File: src/rtl/mano_pkg.sv
// Shared constants for the basic computer control path: sequence counter width,
// opcode positions on the D decode bus and timing-step indices on T.
package mano_pkg;

  localparam int SC_W = 4;
  localparam int T_W  = 1 << SC_W;

  typedef enum logic [2:0] {
    OP_AND    = 3'd0,
    OP_ADD    = 3'd1,
    OP_LDA    = 3'd2,
    OP_STA    = 3'd3,
    OP_BUN    = 3'd4,
    OP_BSA    = 3'd5,
    OP_ISZ    = 3'd6,
    OP_REG_IO = 3'd7
  } opcode_e;

  localparam int T0 = 0;
  localparam int T1 = 1;
  localparam int T2 = 2;
  localparam int T3 = 3;
  localparam int T4 = 4;
  localparam int T5 = 5;
  localparam int T6 = 6;

endpackage

File: src/rtl/onehot_decoder.sv
// Binary-to-one-hot decoder with an enable; all outputs low when disabled.
module onehot_decoder #(
  parameter int N = 3
) (
  input  logic [N-1:0]      sel_i,
  input  logic              en_i,
  output logic [2**N-1:0]   onehot_o
);

  always_comb begin
    onehot_o = '0;
    if (en_i) onehot_o[sel_i] = 1'b1;
  end

endmodule

File: src/rtl/timing_sequencer.sv
// Sequence counter, run/interrupt/IO flip-flops and the T/D decode for the controller.
// Outputs are registered state or decodes of it; only IR -> D is combinational.
module timing_sequencer #(
  parameter int SC_W = 4
) (
  input  logic               clk,
  input  logic               rst_n,
  input  logic               start,
  input  logic               hlt,
  input  logic [15:0]        IR,
  input  logic               sc_clear,
  input  logic               ien_set,
  input  logic               ien_clear,
  input  logic               fgi_set,
  input  logic               fgi_clear,
  input  logic               fgo_set,
  input  logic               fgo_clear,
  output logic [2**SC_W-1:0] T,
  output logic [7:0]         D,
  output logic               I,
  output logic               R,
  output logic               S,
  output logic               IEN,
  output logic               FGI,
  output logic               FGO,
  output logic [SC_W-1:0]    sc
);
  import mano_pkg::*;

  logic [SC_W-1:0] sc_q, sc_d;
  logic s_q, s_d;
  logic r_q, r_d;
  logic ien_q, ien_d;
  logic i_q, i_d;
  logic fgi_q, fgi_d;
  logic fgo_q, fgo_d;
  logic past_t2;
  logic unused_ir;

  assign unused_ir = ^IR[11:0];

  onehot_decoder #(.N(SC_W)) u_t_dec (
    .sel_i    (sc_q),
    .en_i     (s_q),
    .onehot_o (T)
  );

  onehot_decoder #(.N(3)) u_d_dec (
    .sel_i    (IR[14:12]),
    .en_i     (1'b1),
    .onehot_o (D)
  );

  always_comb begin
    fgi_d   = fgi_set | (fgi_q & ~fgi_clear);
    fgo_d   = fgo_set | (fgo_q & ~fgo_clear);
    ien_d   = ~ien_clear & (ien_set | ien_q);
    s_d     = ~hlt & (start | s_q);
    i_d     = (T[T2] && !r_q) ? IR[15] : i_q;
    past_t2 = s_q && (sc_q > SC_W'(T2));

    // A halted counter keeps its step until the next start restarts it at T0.
    sc_d = sc_q;
    if (!s_q) begin
      if (s_d) sc_d = '0;
    end else if (sc_clear) begin
      sc_d = '0;
    end else if (!hlt) begin
      sc_d = sc_q + 1'b1;
    end

    // Flag edges seen this cycle count, so an interrupt raised at Tk is visible next edge.
    r_d = r_q;
    if (sc_clear && r_q)                          r_d = 1'b0;
    else if (past_t2 && ien_q && (fgi_d | fgo_d)) r_d = 1'b1;
  end

  always_ff @(posedge clk) begin
    if (!rst_n) begin
      sc_q  <= '0;
      s_q   <= 1'b0;
      r_q   <= 1'b0;
      ien_q <= 1'b0;
      i_q   <= 1'b0;
      fgi_q <= 1'b0;
      fgo_q <= 1'b1;
    end else begin
      sc_q  <= sc_d;
      s_q   <= s_d;
      r_q   <= r_d;
      ien_q <= ien_d;
      i_q   <= i_d;
      fgi_q <= fgi_d;
      fgo_q <= fgo_d;
    end
  end

  assign sc  = sc_q;
  assign S   = s_q;
  assign R   = r_q;
  assign IEN = ien_q;
  assign I   = i_q;
  assign FGI = fgi_q;
  assign FGO = fgo_q;

endmodule
File: config.mk
export PLATFORM = sky130hd
export DESIGN_NAME = timing_sequencer
export DESIGN_NICKNAME = d
export VERILOG_FILES = /design/src/rtl/mano_pkg.sv /design/src/rtl/onehot_decoder.sv /design/src/rtl/timing_sequencer.sv
export SDC_FILE = /design/constraint.sdc
export NUM_CORES = 1
export LEC_CHECK = 0
export BUFFER_PORTS_ARGS = -buffer_cell sky130_fd_sc_hd__buf_2
export CAP_MARGIN = 15
export CORE_MARGIN = 2
export CORE_UTILIZATION = 33
export CTS_CLUSTER_DIAMETER = 50
export DETAILED_ROUTE_END_ITERATION = 16
export GPL_TIMING_DRIVEN = 0
export MAX_ROUTING_LAYER = met4
export PLACE_DENSITY = 0.82
export SLEW_MARGIN = 0
export SYNTH_ARGS = -nofsm -noshare
export SYNTH_HDL_FRONTEND = slang
export SYNTH_HIERARCHICAL = 1
export SYNTH_SLANG_ARGS = --single-unit
File: constraint.sdc
create_clock -name clk -period 1.6 [get_ports clk]
set_clock_uncertainty 0.15 [all_clocks]
set_input_delay 0.08 -clock clk [delete_from_list [all_inputs] [get_ports clk]]
set_output_delay 0.08 -clock clk [all_outputs]
set_load 0.03 [all_outputs]
Word level (Yosys, flattened, before mapping) --
Cells that the tools add are included.
Word-level totals: input bits 27, word-level logic and storage cells 48, bits in registers 10, output and inout port bits 34
Operators by class: muxes and demuxes 9, bitwise operators 14, magnitude comparators 5, $add $sub $neg 1, eq/ne operators 1, reductions and logical operators 11
Operators with widths (number):
- two-way mux 16 bit | 1
- two-way mux 4 bit | 4
- logical AND 1 bit | 7
- < comparator 4 x 5 -> 1 bit, second input constant | 1
- NOT 1 bit | 5
- bitwise OR 1 bit | 5
- adder 4 x 1 -> 4 bit, second input constant | 1
- AND 1 bit | 4
- demux 1 bit (select 4 bit) | 1
- >= comparator 4 x 1 -> 1 bit, second input constant | 1
- > comparator 4 x 2 -> 1 bit, second input constant | 1
- < comparator 3 x 4 -> 1 bit, second input constant | 1
- demux 1 bit (select 3 bit) | 1
- >= comparator 3 x 1 -> 1 bit, second input constant | 1
- inequality test 3 bit, second input constant | 1
- two-way mux 1 bit | 2
- AND reduction 2 bit | 1
- nonzero test 2 bit | 1
- OR reduction 2 bit | 1
- logical NOT 1 bit | 1

Longest topological paths before layout --
Gate-level depths: netlist of the first run.
depth in word-level cells 6, mapped depth 6, mapped depth without buffers 6

Hierarchy --
The synthesis of the first run kept the hierarchy.
Modules (own cells, without submodules):
- timing_sequencer | area an instance 488.0 um2, sequential area each 200.2 um2, cells an instance 55, instances 1
- onehot_decoder at u_t_dec | area an instance 117.6 um2, sequential area each 0.0 um2, cells an instance 23, instances 1
- onehot_decoder at u_d_dec | area an instance 95.1 um2, sequential area each 0.0 um2, cells an instance 8, instances 1

Worst setup path before layout of the first run --
No wires, ideal clock.
path type reg-to-reg, start point register s_q (netlist: S), end point register i_q (netlist: I), path slack -649 ps, required time 1334 ps, stages on the path, launching flop included 6, arrival time 1983 ps, buffers on the path 0, library setup time 116 ps, clock period less this slack 2249 ps, cells stage by stage dfxtp_1 -> or3b_4 -> nor2_1 -> nor2b_1 -> mux2i_1 -> nor2b_1
On the way: word-level cells in the longest chain between the ends 2
RTL lines:
- start: declaration | RTL line timing_sequencer.sv:31 | logic s_q, s_d;
- start signal: assignment | RTL line timing_sequencer.sv:81 | s_q <= 1'b0;
- start signal: assignment | RTL line timing_sequencer.sv:89 | s_q <= s_d;
- two-way mux 16 bit | RTL line onehot_decoder.sv:12 | if (en_i) onehot_o[sel_i] = 1'b1;
- named net T[2] | RTL line timing_sequencer.sv:18 | output logic [2**SC_W-1:0] T,
- logical AND 1 bit | RTL line timing_sequencer.sv:59 | i_d = (T[T2] && !r_q) ? IR[15] : i_q;
- end signal: assignment | RTL line timing_sequencer.sv:92 | i_q <= i_d;
- end: declaration | RTL line timing_sequencer.sv:34 | logic i_q, i_d;
The timed path passes the listed nets, and every way through them passes these cells. A chain may end at the register's enable or synchronous reset.

Worst setup path in the final report of the first run --
start point register sc_q[3] (netlist: sc[3]), end point output port T[0]
On the way: word-level cells in the longest chain between the ends 5, elaborated cells on any way between the ends 6, classes of those cells order compare (2); mux (3); reduce/logical (1)
RTL lines:
- start: declaration | RTL line timing_sequencer.sv:30 | logic [SC_W-1:0] sc_q, sc_d;
- start signal: assignment | RTL line timing_sequencer.sv:80 | sc_q <= '0;
- start signal: assignment | RTL line timing_sequencer.sv:88 | sc_q <= sc_d;
- < comparator 4 x 5 -> 1 bit (not written as such) / >= comparator 4 x 1 -> 1 bit (equally long branches) | RTL line onehot_decoder.sv:12
- logical AND 1 bit (not written as such) | RTL line onehot_decoder.sv:12
- two-way mux 1 bit (not written as such) | RTL line onehot_decoder.sv:12
- demux 1 bit (select 4 bit) (*)
- two-way mux 16 bit (*) | RTL line onehot_decoder.sv:12
- end: declaration | RTL line timing_sequencer.sv:18
Mark *: on every way between the ends. The rest lies on a longest branch, timed or not.

==> results.md, run 1 <==
Critical path:
- For flop-to-flop paths, the worst setup slack is 0.05 ns.
- In this run the critical register-to-register path is captured at I.
- The signal arrival time at the worst endpoint is 1.37 ns.
- The depth of the worst register-to-register path is 5.
- STA classifies the critical path endpoint as an output port.
- The type of the worst setup path is flip-flop to output port.
- The endpoint required time on the critical path is 1.37 ns.
- Of all nets on the critical path, the largest fanout is 6.
- The critical path launch point type is a flip-flop.
- The startpoint identified for the worst register-to-register timing path is sc[3].

Yosys:
- After synthesis, the cell types taking the most area are dfxtp_1, nor2_1, nor2b_1.
- The part of the Yosys area used for sequential elements is 28.57%.
- The synthesized netlist devotes 0% of its cell area to XOR and XNOR gates.
- The count of unique library cells instantiated by Yosys is 31.
- For this run, asynchronously set or reset flops after synthesis account for 0%.
- The fraction of the mapped netlist area in adder cells is 3.571%.
- The synthesized netlist devotes between 10% and 20% of its cell area to compound gates.
- Synthesis handed over a netlist of 86 instances.
- A synthesized cell averages roughly 8 um2.
- The synthesized cell area is around 700 um2.
- The number of synthesized register bits is 10.
- The portion of synthesized area spent on multiplexers is 1.429%.
- The combinational family with the most area after synthesis is simple AND/OR/NAND/NOR gates.
- The largest total area in the synthesized netlist belongs to dfxtp_1.
- The share of the synthesized area in the top cell type is 28.57%.
- After synthesis, the most frequently instantiated cells are nor2_1, dfxtp_1, nor2b_1.
- Summing the areas of all and, or, nand and nor instances in the mapped netlist gives 51.96% of the synthesized area.
- Among all cell types in the netlist, the one instantiated most often is nor2_1.
- The number of synthesis warnings is 6.
- The number of enable flip-flop cells after synthesis is 0.
- In the synthesized netlist the dominant register cell turns out to be dfxtp_1.

Timing:
- After layout, the worst path uses ~100% of the clock period.
- The setup-violating endpoint count in the final report is 0.
- The final setup TNS is 0 ns.
- Setup repair after global routing could not meet its margin everywhere.
- The hold violation total from the final report is 0.
- On the final layout, the worst hold slack is 0.02287 ns.
- The shortest clock period the worst path allows after layout is 1.596 ns.
- The achievable frequency is 626.4 MHz.
- The number of max-slew violations in the final report was 0.

Worst hold path:
- The path class of the tightest hold or removal check is input pin to flip-flop.
- Along the worst hold path, the cell count comes to 4.
- The path with the worst hold slack has its endpoint at R.
- The worst hold path startpoint is rst_n.

Route:
- The via count is 881.
- Dividing the detail-routed via count by the number of cells gives 4.711.
- The first-pass iteration count of the detailed router is 4.
- For this run, design rule violations remaining after detail routing come to 0.
- After detailed routing, the average wire length per cell comes to 11.66 um.
- The detail route stage leaves a number of antenna-violating nets equal to 0.
- The total wire length after detailed routing is approximately 2200 um.
- The number of violations reported at the end of detailed-routing iteration 0 is 21.

Die:
- The width of the die is 50.08 um.
- Pin placement for this block handled 61 I/O pins.
- The placeable core region is between 1500 and 2000 um2.
- The die footprint is 2508 um2.
- The chip height is 50.08 um.
- The initial core utilization is ~35%.
- The placement row count is 16.

Clocking:
- For this design, the sink count on the clock tree is 10.
- The clock-pin slew on the worst setup and hold paths is 0.07 ns.
- CTS built an H-tree with a depth of 1.
- TritonCTS built the clock tree.
- The longest clock path from root to sink contains 2 buffers.
- In this run the clock root is driven by a clkbuf_4.
- The clock reaches the later pin of the worst-skew pair after 0.27 ns.
- The total clock buffers created by CTS is 3.

Place:
- Summed over all nets, the half-perimeter wirelength after detailed placement is ~1500 um.
- The number of buffer cells added on primary ports is 48.
- The final RePlAce weighted congestion is approximately 0.77.

Global routing:
- The number of antenna violations at the first check in global routing is 0.
- The wire length of the first global-routing pass is 3732 um.
- The number of global-route vias before repair came to between 800 and 900.
- The total congestion overflow after global routing is 0.
- For this run, the total global-route usage over all layers was measured as approximately a fifth.
- Entering global routing, the biggest net connects 14 pins.

Layout:
- The number of inserted filler cells in the final layout is 191.
- Of the cells placed in the final design, the portion with a size suffix greater than 1 is between 40% and 50%.
- The post-layout net count is 190.
- 0 antenna diodes ended up in the layout.
- The area growth from synthesis to layout is 74.82%.

Pwr:
- Dividing total power by cell area gives a power density of 502.6 nW/um2.
- IR analysis of the VDD net gives a maximum drop of 0.0003626 V.
- In this run the static leakage power is 0.6120 nW.

Run:
- The tool flagged a number of max-cap violations equal to 0.

Outcome:
- The flow ran to the end, and the final reports show no timing, DRC or antenna violations.
where the power goes:
part | internal [mW] | switching (mW)
Sequential | 0.247 | 0.00544
Clock | 0.138 | 0.0939
Combinational | 0.0617 | 0.0689
sequential cells by signal (all words and copies together) (netlist names):
signal  cells
FGO         1
I           1
R           1
sc          4
FGI         1
S           1
IEN         1
critical path, stage by stage, from the launching register on:
cell,delay [ns]
dfxtp_4,0.36
or3b_4,0.43
nor3_2,0.12
buf_4,0.18
stage by stage:
| stage | instance area [um2] | setup WS (ns) | instances | utilization (%) | power, mW |
|---|---|---|---|---|---|
| floorplan | 743.2 | -0.1384 | 93 | - | 0.3284 |
| global placement | 1017 | -0.002402 | 168 | 51.33 | 0.3669 |
| detailed placement | 1017 | -0.002357 | 168 | 51.33 | 0.3719 |
| CTS | 1186 | 0.006630 | 185 | 59.85 | 0.6209 |
| global route | 1225 | -0.09636 | 187 | 61.81 | 0.6496 |
| finish | 1225 | 0.003642 | 187 | 61.81 | 0.6156 |
worst max-delay path by stage:
stage,startpoint,end,slack [ns],cells after the start
floorplan,S,I,-0.14,5
global placement,S,I,-0.002,5
detailed placement,S,I,-0.002,5
CTS,sc[3],T[0],0.007,3
global route,sc[2],T[4],-0.1,4
finish,sc[3],T[0],0.004,3
routing by layer:
layer	vias to the layer above	GRT usage (%)	wire length (um)
met4	0	6.944	21
met1	388	23.15	896
li1	447	-	-
met5	-	-	0
met3	3	3.939	182
met2	43	32.89	1079
layout by cell type (no fill, tap or decap), types with 2 or more instances in the layout:
cell type	n
nor3_1	3
buf_2	42
or3b_4	2
a21oi_2	2
clkbuf_4	4
nand2b_1	4
ha_1	2
buf_4	11
nor3b_1	3
nor2b_1	6
a21oi_1	4
and4bb_1	2
nor2_1	17
nand3_1	2
dfxtp_4	5
dlygate4sd3_1	9
dfxtp_1	5
nand3b_1	3
and4b_2	2
nand2_1	3
inv_1	4
conb_1	8
cells by family (layout without fill, tap and decap cells):
group                      after synthesis  after routing
DFF                                     10             10
and+or+nand+nor                         56             56
other                                    1              8
adders and majority gates                2              2
buffers and inverters                    5             72
AOI/OAI and AO/OA                       11             11
muxes                                    1              1
timing repair:
| action | 4_1_cts | 5_1_grt |
|---|---|---|
| pin swaps | 1 | 1 |
| hold endpoints to repair | 7 | 0 |
| setup buffers | 4 | 2 |
| endpoints found under the setup margin | 5 | 8 |
| gates resized for setup | 5 | 8 |
| hold buffers | 9 | 0 |
layout make-up:
| class | count | area, um2 | area share (%) |
|---|---|---|---|
| Inverter | 4 | 15.01 | 1.226 |
| Tap cell | 27 | 33.78 | 2.758 |
| Clock buffer | 4 | 36.28 | 2.962 |
| Buffer | 1 | 7.507 | 0.6129 |
| Sequential cell | 10 | 219.0 | 17.88 |
| Multi-Input combinational cell | 78 | 519.2 | 42.39 |
| Timing Repair Buffer | 63 | 394.1 | 32.18 |
Power figures use the tool's default switching activity.
==> inputs of run 2 (changes only) <==
Settings changed: SKIP_LAST_GASP set to 1.
Clock period 1.6 ns to 1.3 ns, I/O delays scaled along.
==> run 2 against run 1 <==
- the run now ends with setup timing left
- hold slack better by 0.0079 ns
- via count rose by 4.5%
- power is 16% higher
- clock-buffer cell count stayed put
- core utilization increased by 7.6 points
- global-route usage fell by 0.80 points
- flip-flop and latch count unchanged
- sequential share of layout area decreased by 2.0 points
- first-iteration DRC count is 62% lower
- cell area rose by 12%
- clock power fell by 3%
- die area unchanged
- critical endpoint unchanged
==> results.md, run 2 (synthesis gave the netlist of run 1 again) <==
Layout:
- The layout-stage area growth over the synthesis result is 96.43% (was 74.82%).
- The fraction of final layout cells with drive strength greater than 1 is 54.55% (was 48.13%).
- Most frequent cells in the layout: buf_2, buf_4, nor2_1, dlygate4sd3_1, conb_1 (was buf_2, nor2_1, buf_4, dlygate4sd3_1, conb_1).
- The commonest non-fill, non-tap cell in the layout is buf_2 (unchanged).
- The antenna diode count was 0 (unchanged).
- The flip-flop count of the largest register, all copies and words added was 4 (unchanged).
- The end-of-flow core utilization is 69.44% (was 61.81%).
- The sequential cell area is 219.0 um2 (unchanged).
- The footprint of the multi-input gates is 575.6 um2 (was 519.2 um2).
- The post-layout net count is 195 (was 190).
- The number of inserted filler cells in the final layout was 173 (was 191).

Route:
- The first-pass iteration count of the detailed router was 4 (unchanged).
- The number of routed nets with antenna violations is 0 (unchanged).
- The total DRC errors in the routed layout is 0 (unchanged).
- The via count was 921 (was 881).
- The total wire length after detailed routing is 2302 um (was 2180 um).
- The wire length per cell is 11.99 um (was 11.66 um).
- The number of violations reported at the end of detailed-routing iteration 0 is 8 (was 21).
- The average via count per standard cell is 4.797 (was 4.711).

Global routing:
- The wire length of the first global-routing pass is 3622 um (was 3732 um).
- The total congestion overflow after global routing came to 0 (unchanged).
- The pin count of the biggest net entering global routing was 14 (unchanged).
- The number of global-route vias before repair was 864 (was 850).
- The overall track demand over capacity in global routing was 18.85% (was 19.65%).
- The number of antenna violations at the first check in global routing is 0 (unchanged).

Critical path:
- The critical path capture point type is an output port (unchanged).
- Crit path cell chain: or3b_4, nor3_2, buf_4 (unchanged).
- The depth of the worst register-to-register path is 4 (was 5).
- The delay of the slowest critical-path stage is 0.43 ns (about the same).
- The path length in cells of the critical path was 3 (unchanged).
- The buffering stage count on the worst path with inverters included is 1 (unchanged).
- The end of the worst register-to-register path is sc[2] (was I).
- The worst-path cell with the longest stage delay is or3b_4 (unchanged).
- The critical path launch point type is a flip-flop (unchanged).
- The endpoint required time on the critical path came to 1.09 ns (was 1.37 ns).
- The type of the worst setup path is flip-flop to output port (unchanged).
- The maximum fanout encountered on the critical timing path is 4 (was 6).
- The signal arrival time at the worst endpoint was 1.38 ns (was 1.37 ns).
- The slack of the worst reg-to-reg path is -0.28 ns (was 0.05 ns).
- The launch instance of the worst register-to-register path is sc[0] (was sc[3]).
- The category of cells accounting for the largest share of critical-path delay was simple AND/OR/NAND/NOR gates (unchanged).

Die:
- The placeable core region was 1982 um2 (unchanged).
- The chip height was 50.08 um (unchanged).
- The number of top-level design ports came to 61 (unchanged).
- The placement row count is 16 (unchanged).
- The initial core utilization is 35.35% (unchanged).
- The width of the die is 50.08 um (unchanged).
- The die footprint is 2508 um2 (unchanged).

Timing:
- The achievable frequency is 626.7 MHz.
- Unrepaired setup endpoints after global routing: true (unchanged).
- The hold violation total from the final report is 0 (unchanged).
- The worst hold slack after final layout came to 0.03073 ns (was 0.02287 ns).
- The setup-violating endpoint count in the final report came to 22 (was 0).
- The number of max-slew violations in the final report is 0 (unchanged).
- The final worst setup slack was -0.2956 ns (was 0.003642 ns).
- After layout, the worst path uses 122.7% of the clock period.
- The shortest clock period the worst path allows after layout is 1.596 ns.

Worst hold path:
- The worst min-delay path category is input pin to flip-flop (unchanged).
- The worst hold path startpoint is rst_n (unchanged).
- The worst hold path endpoint is FGO (was R).
- The count of cells along the worst hold path came to 3 (was 4).

Outcome:
- Run status: complete, but fails checks (was finished, final reports clean).
- The checks that failed: setup timing.

Clocking:
- The depth of the CTS H-tree came to 1 (unchanged).
- The CTS tree is yes (unchanged).
- The largest buffer count on any clock path was 2 (unchanged).
- The root buffer cell is clkbuf_4 (unchanged).
- The total clock buffers created by CTS was 3 (unchanged).
- The latest clock arrival within the worst-skew pair is 0.27 ns (about the same).
- The clock-pin slew on the worst setup and hold paths is 0.07 ns (about the same).
- The number of clock sinks seen by CTS is 10 (unchanged).

Place:
- The final RePlAce weighted congestion was 0.7288 (was 0.7669).
- The number of buffer cells added on primary ports came to 48 (unchanged).
- The HPWL after detailed placement was 1416 um (was 1485 um).

Pwr:
- The worst supply voltage drop on vdd is 0.0005037 V (was 0.0003626 V).
- The leakage power figure is 0.6348 nW (was 0.6120 nW).
- The total power per unit cell area came to 520.2 nW/um2 (was 502.6 nW/um2).

Run:
- The number of violations of the max-capacitance limit is 0 (unchanged).
-- run 2: changes by cell type in the layout (fill, tap and decap cells not counted), sizes merged --
cell | before | now
buf | 54 | 58
dlygate4sd3 | 9 | 10
-- run 2: area by class of cell --
cell class                      instances  area share (%)
Timing Repair Buffer                   68           36.27
Tap cell                               27           2.455
Clock buffer                            4           1.909
Buffer                                  1          0.5455
Sequential cell                        10           15.91
Multi-Input combinational cell         78           41.82
Inverter                                4           1.091
-- run 2: stage by stage --
step                      power, mW  worst slack, ns  cell area (um2)  instances  setup TNS, ns
after floorplan              0.4004          -0.4253            758.2         93         -1.922
after global placement       0.4481          -0.2564             1032        168        -0.4945
after detailed placement     0.4519          -0.2580             1032        168        -0.6851
after CTS                    0.7000          -0.2939             1280        189         -3.700
after global routing         0.7554          -0.3609             1376        192         -5.244
final                        0.7160          -0.2956             1376        192         -4.038
-- run 2: metal layers --
metal | track usage [%] | routed length, um | vias up
met4 | 6.944 | 0 | 0
met3 | 2.121 | 147 | 0
met2 | 35.75 | 1254 | 41
met5 | - | 0 | -
met1 | 19.56 | 900 | 420
li1 | - | - | 460
-- run 2: worst max-delay path by stage --
stage | to | slack, ns | from
6_report | T[0] | -0.30 | sc[2]
5_1_grt | sc[2] | -0.36 | sc[0]
4_1_cts | T[0] | -0.29 | sc[2]
3_5_place_dp | I | -0.26 | S
3_3_place_gp | I | -0.26 | S
2_1_floorplan | I | -0.43 | S
-- run 2: worst min-delay path, delay by kind of cell --
family,cells,cell delay [ns]
and+or+nand+nor,1,0.06
buffers and inverters,2,0.27
-- run 2: power by group --
group	internal, mW	total [mW]	switching (mW)
Combinational	0.0898	0.179	0.0891
Sequential	0.305	0.312	0.00713
Clock	0.118	0.225	0.107
-- run 2: timing repair --
| action | 4_1_cts | 5_1_grt |
|---|---|---|
| endpoints found under the hold margin | 7 | 0 |
| pin swaps | 6 | 9 |
| gates resized for setup | 23 | 13 |
| buffers inserted | 7 | 3 |
| hold buffers | 10 | 0 |
| setup endpoints to repair | 20 | 22 |
==> inputs of run 3 (changes only) <==
Settings changed: ABC_AREA set to 1, CORE_UTILIZATION 33 to 32, REMOVE_ABC_BUFFERS set to 1.
==> run 3 against run 2 <==
- the run still ends with setup timing left
- power is 4.1% lower
- routed wire length is 9.3% higher
- core utilization is 1.7 points lower
- critical path depth stayed put
- flip-flop and latch count stayed put
- sequential share of layout area is 0.73 points higher
- die area is 4.4% lower
- clock-buffer cell count is 1 lower
- sequential power hardly changed
- cell area is 4.4% lower
- non-clock buffer count is 5 lower
- final cell count is 7.8% higher
- largest cell class unchanged
==> results.md, run 3 <==
Global routing:
- The total congestion overflow after global routing is 0 (unchanged).
- The number of antenna violations at the first check in global routing came to 0 (unchanged).
- The number of global-route vias before repair is 945 (was 864).
- The pin count of the biggest net entering global routing is 10 (was 14).
- The wire length of the first global-routing pass is 3857 um (was 3622 um).
- The overall track demand over capacity in global routing came to 21.05% (was 18.85%).

Place:
- The total cell area at the placement stage was 924.6 um2 (was 1032 um2).
- The number of cells after detailed placement is 188 (was 168).
- The HPWL after detailed placement came to 1489 um (was 1416 um).
- The final RePlAce weighted congestion is 0.8060 (was 0.7288).
- The minimum setup slack after placement came to -0.1794 ns (was -0.2580 ns).
- The number of buffer cells added on primary ports is 48 (unchanged).

Timing:
- The shortest clock period the worst path allows after layout came to 1.348 ns (was 1.596 ns).
- The setup-violating endpoint count in the final report was 7 (was 22).
- The share of the clock period used by the worst path after layout is 103.7% (was 122.7%).
- The number of max-slew violations in the final report is 0 (unchanged).
- The final setup TNS came to -0.1265 ns (was -4.038 ns).
- The final worst setup slack is -0.04792 ns (was -0.2956 ns).
- The hold violation total from the final report is 0 (unchanged).
- Unrepaired setup endpoints after global routing: true (unchanged).
- The achievable frequency is 741.9 MHz (was 626.7 MHz).

Worst hold path:
- The worst min-delay path category is input pin to flip-flop (unchanged).
- The worst hold path endpoint is R (was FGO).
- The worst hold path startpoint is sc_clear (was rst_n).
- The count of cells along the worst hold path was 4 (was 3).

Yosys:
- The count of unique library cells instantiated by Yosys is 15 (was 31).
- The synthesized cell area is 646.9 um2 (was 700.7 um2).
- The share of the synthesized area in the top cell type is 30.95% (was 28.57%).
- Top area cells in the synthesized netlist: dfxtp_1, nor2_1, nand2_1 (was dfxtp_1, nor2_1, nor2b_1).
- The cell accounting for the most synthesized area is dfxtp_1 (unchanged).
- The post-synthesis async set-or-reset flop share was 0% (unchanged).
- The leading register cell type out of synthesis is dfxtp_1 (unchanged).
- The part of the Yosys area used for sequential elements is 30.95% (was 28.57%).
- List of most frequent post-synthesis cells: nor2_1, nand2_1, inv_1, nand3_1, dfxtp_1 (was nor2_1, dfxtp_1, nor2b_1).
- The number of synthesized register bits came to 10 (unchanged).
- The number of enable flip-flop cells after synthesis was 0 (unchanged).
- The number of synthesis warnings came to 6 (unchanged).
- The number of instances in the synthesized netlist was 112 (was 86).
- The mean post-synth cell area was 5.776 um2 (was 8.147 um2).
- The cell with the most instances after synthesis is nor2_1 (unchanged).

Critical path:
- The launching instance or port of the critical path is sc[2] (unchanged).
- The endpoint required time on the critical path is 1.09 ns (about the same).
- The depth of the worst register-to-register path is 7 (was 4).
- The slack of the worst reg-to-reg path was -0.01 ns (was -0.28 ns).
- The critical path capture point type is an output port (unchanged).
- The maximum fanout encountered on the critical timing path was 7 (was 4).
- The critical path launch point type is a flip-flop (unchanged).
- Crit path cell chain: nand2_1, nor2_1, buf_4 (was or3b_4, nor3_2, buf_4).
- The worst-path cell with the longest stage delay is dfxtp_4 (was or3b_4).
- The delay of the slowest critical-path stage is 0.40 ns (was 0.43 ns).
- The end of the worst register-to-register path is sc[2] (unchanged).
- The signal arrival time at the worst endpoint is 1.13 ns (was 1.38 ns).
- The type of the worst setup path is flip-flop to output port (unchanged).
- The launch instance of the worst register-to-register path is sc[0] (unchanged).

Outcome:
- Violations in the final reports: setup timing (unchanged).
- Run status: complete, but fails checks (unchanged).

Layout:
- The end-of-flow core utilization is 67.78% (was 69.44%).
- The post-layout net count is 211 (was 195).
- Most frequent cells in the layout: buf_2, nand2_1, nor2_1, buf_4, inv_1 (was buf_2, buf_4, nor2_1, dlygate4sd3_1, conb_1).
- The antenna diode count is 0 (unchanged).
- The flip-flop count of the largest register, all copies and words added was 4 (unchanged).
- The fraction of final layout cells with drive strength greater than 1 is 49.44% (was 54.55%).
- The area of all placed cells without fillers came to 1316 um2 (was 1376 um2).
- The commonest non-fill, non-tap cell in the layout is buf_2 (unchanged).
- The non-filler instance count after layout came to 207 (was 192).
- The layout-stage area growth over the synthesis result is 103.5% (was 96.43%).

Clocking:
- The largest buffer count on any clock path is 2 (unchanged).
- The clock-pin slew on the worst setup and hold paths was 0.06 ns (was 0.07 ns).
- The depth of the CTS H-tree was 1 (unchanged).
- The latest clock arrival within the worst-skew pair came to 0.25 ns (was 0.27 ns).
- The root buffer cell is clkbuf_4 (unchanged).
- The number of clock sinks seen by CTS came to 10 (unchanged).
- The total clock buffers created by CTS came to 3 (unchanged).
- The CTS tree is yes (unchanged).

Die:
- The number of top-level design ports is 61 (unchanged).
- The chip height is 48.96 um (was 50.08 um).
- The width of the die is 48.96 um (was 50.08 um).
- The placement row count was 16 (unchanged).
- The placeable core region is 1942 um2 (was 1982 um2).
- The initial core utilization is 33.31% (was 35.35%).
- The die footprint is 2397 um2 (was 2508 um2).

Pwr:
- The total power per unit cell area is 521.4 nW/um2 (was 520.2 nW/um2).
- The leakage power figure is 0.6053 nW (was 0.6348 nW).
- The worst supply voltage drop on vdd is 0.0004971 V (was 0.0005037 V).

Run:
- The number of violations of the max-capacitance limit is 0 (unchanged).

Route:
- The number of routed nets with antenna violations is 0 (unchanged).
- The via count came to 1006 (was 921).
- The average via count per standard cell came to 4.860 (was 4.797).
- The first-pass iteration count of the detailed router is 4 (unchanged).
- The number of violations reported at the end of detailed-routing iteration 0 was 23 (was 8).
- The total wire length after detailed routing is 2516 um (was 2302 um).
- The total DRC errors in the routed layout came to 0 (unchanged).
- The wire length per cell was 12.15 um (was 11.99 um).
[run 3: routing by layer]
metal	vias up	routed length [um]	GRT usage [%]
met1	462	870	19.17
met5	-	0	-
met4	0	41	10.00
met3	6	170	4.601
met2	52	1433	40.87
li1	486	-	-
[run 3: what timing repair did]
action,in CTS,in global routing
endpoints found under the setup margin,21,21
hold endpoints to repair,8,0
resized for setup,41,32
pin swaps,4,10
setup buffers,4,2
hold buffers,10,0
[run 3: per-stage QoR]
step	hold slack (ns)	total power, mW
detailed placement	0.08038	0.4521
floorplan	-0.01622	0.4018
global route	0.04997	0.7291
finish	0.02937	0.6863
global placement	0.07585	0.4459
CTS	0.02457	0.6725
[run 3: area by class of cell]
| cell class | count | area [um2] |
|---|---|---|
| repair buffers | 64 | 455.4 |
| flip-flops and latches | 10 | 219.0 |
| multi-input cells | 86 | 511.7 |
| well taps | 27 | 33.78 |
| inverters | 17 | 73.82 |
| fillers | 165 | 625.6 |
| clock buffers | 3 | 22.52 |
[run 3: kinds of logic after synthesis]
| kind of cell | synth area share [%] |
|---|---|
| other | 0.5797 |
| buffers and inverters | 9.864 |
| and+or+nand+nor | 44.29 |
| DFF | 30.95 |
| AOI/OAI and AO/OA | 10.45 |
| adders and majority gates | 3.868 |
[run 3: how the worst max path moves through the flow]
stage | depth (start not counted) | slack, ns | end
after global routing | 4 | -0.13 | T[13]
after CTS | 4 | -0.01 | T[4]
final | 3 | -0.05 | T[13]
after floorplan | 4 | -0.55 | I
after global placement | 4 | -0.13 | sc[1]
after detailed placement | 4 | -0.18 | sc[1]
[run 3: report_power, final]
| group | internal, mW | switching, mW |
|---|---|---|
| clock network | 0.106 | 0.0919 |
| registers | 0.305 | 0.0101 |
| logic | 0.0702 | 0.103 |
| total | 0.482 | 0.205 |
[run 3: critical path: cells and delay by family (launching register included)]
kind                   cells  cell delay [ns]
and+or+nand+nor            2             0.29
DFF                        1             0.40
buffers and inverters      1             0.18
